### config.mk
export PLATFORM = sky130hd
export DESIGN_NAME = servo_channel_scheduler
export DESIGN_NICKNAME = d
export VERILOG_FILES = /design/src/rtl/servo_channel_scheduler.sv
export SDC_FILE = /design/constraint.sdc
export NUM_CORES = 1
export LEC_CHECK = 0
export BUFFER_PORTS_ARGS = -buffer_cell sky130_fd_sc_hd__buf_2
export CAP_MARGIN = 20
export CORE_AREA = 2 2 147 113
export CTS_CLUSTER_DIAMETER = 120
export DETAILED_ROUTE_END_ITERATION = 10
export DIE_AREA = 0 0 149 115
export PLACE_DENSITY_LB_ADDON = 0.3
export REMOVE_ABC_BUFFERS = 1
export SLEW_MARGIN = 25
export SYNTH_ARGS = -nofsm -noshare
export SYNTH_HDL_FRONTEND = slang
export SYNTH_SLANG_ARGS = --single-unit
### constraint.sdc
create_clock -name clk -period 8.2 [get_ports clk]
set_clock_uncertainty 0.15 [all_clocks]
set_input_delay 0.82 -clock clk [delete_from_list [all_inputs] [get_ports clk]]
set_output_delay 0.82 -clock clk [all_outputs]
set_load 0.01 [all_outputs]
### src/rtl/servo_channel_scheduler.sv
// -----------------------------------------------------------------------------
// servo_channel_scheduler
//   Drives NUM_CH servo pins from one shared pulse-width timer, RC-PPM style.
//   Each FRAME_CYCLES frame fires the enabled channels in ascending order.
//   Each channel gets a pulse of MIN_PULSE + pos*STEP_CYCLES cycles, followed
//   by GAP_CYCLES all-low cycles. Positions are written into a shadow bank at
//   any time. The shadow bank and the enable mask are latched once per frame,
//   so a running frame never changes shape.
//
// Ports
//   clk          clock
//   reset        synchronous, active-high reset
//   ena          run enable; low clears the frame and forces outputs low
//   pos_wr       shadow position write strobe
//   pos_ch       channel index for the write (indices >= NUM_CH are ignored)
//   pos_data     position 0..255
//   ch_en        channel enable mask, sampled at frame start
//   servo_out    registered pulse outputs (at most one bit high)
//   frame_start  one-cycle pulse at the start of each frame
//   busy         high while any pulse or gap of the frame is in progress
//   active_ch    index of the channel currently pulsing, 0 otherwise
// -----------------------------------------------------------------------------
module servo_channel_scheduler #(
    parameter int NUM_CH       = 4,
    parameter int FRAME_CYCLES = 200000,
    parameter int MIN_PULSE    = 10000,
    parameter int STEP_CYCLES  = 39,
    parameter int GAP_CYCLES   = 100,
    localparam int CH_W        = $clog2(NUM_CH),
    localparam int CNT_W       = $clog2(FRAME_CYCLES + 1)
) (
    input  logic              clk,
    input  logic              reset,
    input  logic              ena,
    input  logic              pos_wr,
    input  logic [CH_W-1:0]   pos_ch,
    input  logic [7:0]        pos_data,
    input  logic [NUM_CH-1:0] ch_en,
    output logic [NUM_CH-1:0] servo_out,
    output logic              frame_start,
    output logic              busy,
    output logic [CH_W-1:0]   active_ch
);

    localparam logic [CNT_W-1:0] CNT_ZERO   = {CNT_W{1'b0}};
    localparam logic [CNT_W-1:0] CNT_ONE    = CNT_W'(32'd1);
    localparam logic [CNT_W-1:0] FC_LAST    = CNT_W'(FRAME_CYCLES - 1);
    localparam logic [CNT_W-1:0] GAP_LAST   = CNT_W'(GAP_CYCLES - 1);
    localparam logic [CH_W:0]    NUM_CH_L   = (CH_W + 1)'(NUM_CH);
    localparam logic [7:0]       POS_CENTER = 8'd128;

    typedef enum logic [2:0] {
        IDLE   = 3'd0,
        SELECT = 3'd1,
        PULSE  = 3'd2,
        GAP    = 3'd3,
        WAIT   = 3'd4
    } state_t;

    state_t              state_q;
    logic [CNT_W-1:0]    fc_q;
    logic [CNT_W-1:0]    cnt_q;
    logic [CH_W-1:0]     last_q;
    logic [NUM_CH-1:0]   mask_q;
    logic [7:0]          shadow_q [NUM_CH];
    logic [7:0]          active_q [NUM_CH];
    logic [NUM_CH-1:0]   servo_q;
    logic                frame_start_q;
    logic                busy_q;
    logic [CH_W-1:0]     active_ch_q;

    logic                sel_found_s;
    logic [CH_W-1:0]     sel_ch_s;
    logic [NUM_CH-1:0]   sel_onehot_s;
    logic [CNT_W-1:0]    sel_len_s;

    // Pulse length minus one, computed at 32 bits before narrowing to the counter.
    function automatic logic [CNT_W-1:0] pulse_last(input logic [7:0] pos);
        logic [31:0] w;
        w = 32'(MIN_PULSE) + 32'(pos) * 32'(STEP_CYCLES) - 32'd1;
        return w[CNT_W-1:0];
    endfunction

    // Next channel: lowest enabled index above the last served one.
    // In SELECT (the first pick of a frame) every enabled channel qualifies.
    always_comb begin
        sel_found_s = 1'b0;
        sel_ch_s    = {CH_W{1'b0}};
        for (int i = NUM_CH - 1; i >= 0; i--) begin
            sel_found_s = sel_found_s |
                          (mask_q[i] && ((state_q == SELECT) || (CH_W'(i) > last_q)));
            sel_ch_s    = (mask_q[i] && ((state_q == SELECT) || (CH_W'(i) > last_q)))
                          ? CH_W'(i) : sel_ch_s;
        end
        sel_onehot_s = {{(NUM_CH - 1){1'b0}}, 1'b1} << sel_ch_s;
        sel_len_s    = pulse_last(active_q[sel_ch_s]);
    end

    // Shadow position bank, written whether or not the scheduler runs.
    always_ff @(posedge clk) begin
        if (reset) begin
            for (int i = 0; i < NUM_CH; i++) begin
                shadow_q[i] <= POS_CENTER;
            end
        end else if (pos_wr && ({1'b0, pos_ch} < NUM_CH_L)) begin
            shadow_q[pos_ch] <= pos_data;
        end
    end

    // Frame counter, per-frame latch and channel sequencing FSM.
    always_ff @(posedge clk) begin
        if (reset) begin
            state_q       <= IDLE;
            fc_q          <= CNT_ZERO;
            cnt_q         <= CNT_ZERO;
            last_q        <= {CH_W{1'b0}};
            mask_q        <= {NUM_CH{1'b0}};
            servo_q       <= {NUM_CH{1'b0}};
            frame_start_q <= 1'b0;
            busy_q        <= 1'b0;
            active_ch_q   <= {CH_W{1'b0}};
            for (int i = 0; i < NUM_CH; i++) begin
                active_q[i] <= POS_CENTER;
            end
        end else if (!ena) begin
            // Holding fc at 0 makes the first enabled cycle start a frame.
            state_q       <= IDLE;
            fc_q          <= CNT_ZERO;
            cnt_q         <= CNT_ZERO;
            servo_q       <= {NUM_CH{1'b0}};
            frame_start_q <= 1'b0;
            busy_q        <= 1'b0;
            active_ch_q   <= {CH_W{1'b0}};
        end else begin
            fc_q          <= (fc_q == FC_LAST) ? CNT_ZERO : fc_q + CNT_ONE;
            frame_start_q <= (fc_q == CNT_ZERO);
            if (fc_q == CNT_ZERO) begin
                // A write on this same edge lands in shadow_q after the copy.
                for (int i = 0; i < NUM_CH; i++) begin
                    active_q[i] <= shadow_q[i];
                end
                mask_q      <= ch_en;
                state_q     <= SELECT;
                servo_q     <= {NUM_CH{1'b0}};
                busy_q      <= 1'b0;
                active_ch_q <= {CH_W{1'b0}};
            end else begin
                case (state_q)
                    IDLE: begin
                        state_q <= IDLE;
                    end
                    SELECT: begin
                        if (sel_found_s) begin
                            servo_q     <= sel_onehot_s;
                            busy_q      <= 1'b1;
                            active_ch_q <= sel_ch_s;
                            last_q      <= sel_ch_s;
                            cnt_q       <= sel_len_s;
                            state_q     <= PULSE;
                        end else begin
                            state_q <= WAIT;
                        end
                    end
                    PULSE: begin
                        if (cnt_q == CNT_ZERO) begin
                            servo_q     <= {NUM_CH{1'b0}};
                            active_ch_q <= {CH_W{1'b0}};
                            cnt_q       <= GAP_LAST;
                            state_q     <= GAP;
                        end else begin
                            cnt_q <= cnt_q - CNT_ONE;
                        end
                    end
                    GAP: begin
                        // The next pulse starts straight after the gap's last cycle.
                        if (cnt_q != CNT_ZERO) begin
                            cnt_q <= cnt_q - CNT_ONE;
                        end else if (sel_found_s) begin
                            servo_q     <= sel_onehot_s;
                            active_ch_q <= sel_ch_s;
                            last_q      <= sel_ch_s;
                            cnt_q       <= sel_len_s;
                            state_q     <= PULSE;
                        end else begin
                            busy_q  <= 1'b0;
                            state_q <= WAIT;
                        end
                    end
                    WAIT: begin
                        state_q <= WAIT;
                    end
                    default: begin
                        servo_q <= {NUM_CH{1'b0}};
                        busy_q  <= 1'b0;
                        state_q <= IDLE;
                    end
                endcase
            end
        end
    end

    assign servo_out   = servo_q;
    assign frame_start = frame_start_q;
    assign busy        = busy_q;
    assign active_ch   = active_ch_q;

endmodule

==> impl.org <==
** Timing
- Setup violations remaining at the end of the flow were counted as 0.
- After layout, the minimum clock period comes to between 6 and 7 ns.
- Worst relative slew slack :: 28.4%
- Actual transition at the worst max-transition pin :: roughly 1.1 ns
- Final Hold Violating Endpoints :: 0
- Fin. max-slew vios :: 0
- Part of the cycle the worst path needs :: between 70% and 80%
- Setup total negative slack on the finished layout was measured at 0 ns.
- Timing would allow up to between 150 and 200 MHz.
- Unrepaired setup endpoints after global routing :: no

** Global routing
- Global routing used 3.85% of the available met3 tracks.
- GRT Max-Usage Layer :: met2
- The first global-routing pass estimated ~26,000 µm of wire.
- For this run, global-route usage on met1 was measured as between 20% and 30%.
- The via count of the first global-routing pass is roughly 5,100.
- After global routing the overflow that remains totals 0.
- The initial antenna violation count came to 0.
- For met2 alone, demand over resource in global routing was 29.6%.
- Total routing resource utilization after global routing :: roughly a fifth
- Entering global routing, the biggest net connects 34 pins.

** Finish
- Final standard cell area without fillers :: just under 0.008 mm²
- From synthesis to final layout, the design area changed by 13.0%.
- Sequential standard cell area :: about 0.0030 mm²
- Of the cells placed in the final design, the portion with a size suffix greater than 1 is between 10% and 20%.
- Number of antenna repair diodes :: 0
- Layout net count :: between 800 and 900
- Fill cell total of the finished layout :: 1,466
- Area of combinational cells with multiple inputs :: between 0.003 and 0.004 mm²

** Setup path
- The worst setup path is of the reg2reg kind.
- Crit start category :: register
- STA classifies the critical path endpoint as a register.
- WP data arrival :: 6.38 ns
- Along the worst path, the maximum fanout reaches 15.
- Required time worst endpoint :: 8.32 ns

** Pwr
- The analysis attributes to cell leakage a power of about 3.1 nW.
- In this run, the clock network consumes between 30% and 40% of the power.
- Internal power comes to around 0.0015 W.
- Logic gate share of total power :: 39.3%
- The analysis attributes to net switching a power of between 0.0008 and 0.0009 W.
- Of the total power, the share spent switching nets is 36.4%.
- Dividing total power by cell area gives a power density of 293 mW/mm².
- Reg power frac :: 28.9%
- IR analysis of the VDD net gives a maximum drop of between 100 and 150 µV.

** Synth
- Sorting the synthesized cells by how often they occur yields edfxtp_1, nor2_1, and2_1, dfxtp_1.
- Flip-flop and latch count after synthesis :: about 120
- In this run the biggest area consumer among cell types represents 27.7% of the synthesized area.
- Synthesis warning total :: 0
- In this run the mean area of a mapped cell was just under 10 µm².
- Mapped Cells :: about 700
- Most frequently used cell type in the post-synthesis netlist :: edfxtp_1
- For this run, the leading register cell type out of synthesis is edfxtp_1.
- For this run, the register share of the synthesized area comes to roughly 43%.
- Distinct cells, synth :: approximately 70
- Ys async rst share :: 0%
- Ranking of synthesized cells by area :: edfxtp_1, dfxtp_1, ha_1, and2_1, nor2_1
- Count of flip-flops with a built-in enable after synthesis :: 64
- In this run the cell area of the synthesized design comes to approximately 0.0069 mm².
- Cell type with the highest aggregate area in the netlist :: edfxtp_1

** CTS
- The H-tree generated during clock tree synthesis spans 4 levels.
- The clock net in this run drives a total of ~120 sinks.
- CTS tree :: built
- Number of hold buffers added after cts :: 0
- Total setup buffers inserted after CTS :: 0
- Post-CTS repair changed the size of 0 cells.
- Buffers inserted during clock tree synthesis total 17.
- Clock insertion delay at the later pin of the skew report :: about 0.42 ns
- Clock Tree Root :: clkbuf_16
- Clock transition at the register clock pins on the worst setup and hold paths after CTS :: 0.06 ns
- Maximum buffer depth of the clock tree :: 2

** Die
- Starting Density :: 44.1%
- The die covers roughly 0.017 mm².
- I/O pin count :: 26
- The floorplan step set the die height to approximately 120 µm.
- Horizontal die dimension :: between 100 and 150 µm
- Placement row count :: 40
- The total area inside the core boundary comes to 0.0157 mm².

** Drt
- Vias after detailed routing :: between 5,000 and 6,000
- In this run the remaining antenna-violating nets after routing total 0.
- Total wire length :: 15,900 µm
- Post-route DRC :: 0
- After detailed routing, the number of vias per cell comes to 5.57.
- Routed length per placed instance :: ~17 µm
- Starting DRT DRC Count :: 414
- Before antenna repair, the detailed router went through 5 iterations.

** Placement
- Post-place instance area :: between 0.007 and 0.008 mm²
- Port buffering added 25 buffers.
- The congestion estimate from routability-driven global placement came to roughly 0.85.
- HPWL after DPL :: ~12,000 µm

** Run status
- The flow ran to the end, and the final reports show no timing, DRC or antenna violations.

** Min path
- The tightest min-delay check is of the reg2reg type.

** Flow run
- Reported max-cap violation count :: 0
-- sequential cells by signal (all words and copies together), names as in the netlist --
name         count
frame_start      1
servo_out        4
busy             1
fc_q            18
active_q        32
cnt_q           18
shadow_q        32
last_q           2
active_ch        2
mask_q           4
state_q          3
-- path summary, 6_finish.rpt --
path         depth (start not counted)      endpoint          from  slack [ns]
max                                 19     cnt_q[14]    state_q[0]        1.93
min                                  2  active_ch[0]  active_ch[0]        0.30
max reg2reg                         19     cnt_q[14]    state_q[0]        1.93
min reg2reg                          2  active_ch[0]  active_ch[0]        0.30
-- cells in the final DEF, fill, tap and decap left out, types with 25 or more instances in the layout --
cell type / netlist / layout
dfxtp_1: 53 / 53
a21oi_1: 39 / 39
ha_1: 50 / 50
o21ai_0: 39 / 38
inv_1: 27 / 26
nor2_1: 61 / 61
and2_1: 60 / 60
edfxtp_1: 64 / 64
nand2_1: 50 / 50
buf_2: 8 / 25
-- per-layer routing --
metal	part of all wire [%]	vias up
met5	0	-
met4	1.4	0
met3	4.4	19
met2	44	147
met1	50	2515
li1	-	2657
-- cell families after synthesis --
| kind of cell | Yosys count | synth area share [%] |
|---|---|---|
| compound gates | 169 | 15.8 |
| xor+xnor | 35 | 4.42 |
| fa+ha+maj | 57 | 11.1 |
| buf+inv | 56 | 3.29 |
| flops | 117 | 43.0 |
| mux | 6 | 0.867 |
| simple gates | 276 | 21.5 |
-- final cells by class --
| class | count | area share (%) |
|---|---|---|
| clock buffer | 21 | 6.44 |
| clock inverter | 11 | 1.09 |
| inverter | 27 | 1.29 |
| multi-input combinational | 543 | 47.6 |
| sequential | 117 | 38.1 |
| tap | 210 | 3.36 |
| timing repair buffer | 30 | 2.13 |
-- power by group through the flow --
stage | combinational [W] | sequential, W | clock (W)
6_report | 0.000900 | 0.000663 | 0.000729
5_1_grt | 0.00101 | 0.000665 | 0.000766
4_1_cts | 0.000891 | 0.000663 | 0.000735
3_5_place_dp | 0.000881 | 0.000675 | 0
3_3_place_gp | 0.000873 | 0.000674 | 0
2_1_floorplan | 0.000684 | 0.000668 | 0
-- worst max-delay path: stages, from the launching register on --
cell and delay, ns:
dfxtp_1 0.64, nor3b_4 0.44, o21a_1 0.38, nand3_1 0.11
nand3_1 0.10, o21ai_0 0.13, o21ai_0 0.48, ha_1 0.37
xor2_1 0.19, ha_1 0.33, fa_1 0.48, ha_1 0.31
ha_1 0.40, a21oi_1 0.25, o211ai_1 0.13, a311oi_1 0.44
nor3_1 0.14, mux2i_1 0.14, a2111oi_0 0.42, a211oi_1 0.09
-- stage by stage --
step	instances	utilization [%]	hold slack, ns	power, W	worst slack, ns
global placement	926	45.9	0.292	0.00155	2.15
finish	959	49.8	0.298	0.00229	1.93
CTS	958	49.7	0.301	0.00229	1.77
floorplan	687	-	0.291	0.00135	2.68
detailed placement	926	46.0	0.293	0.00156	1.79
global route	959	49.8	0.312	0.00244	1.50
Power figures use the tool's default switching activity.
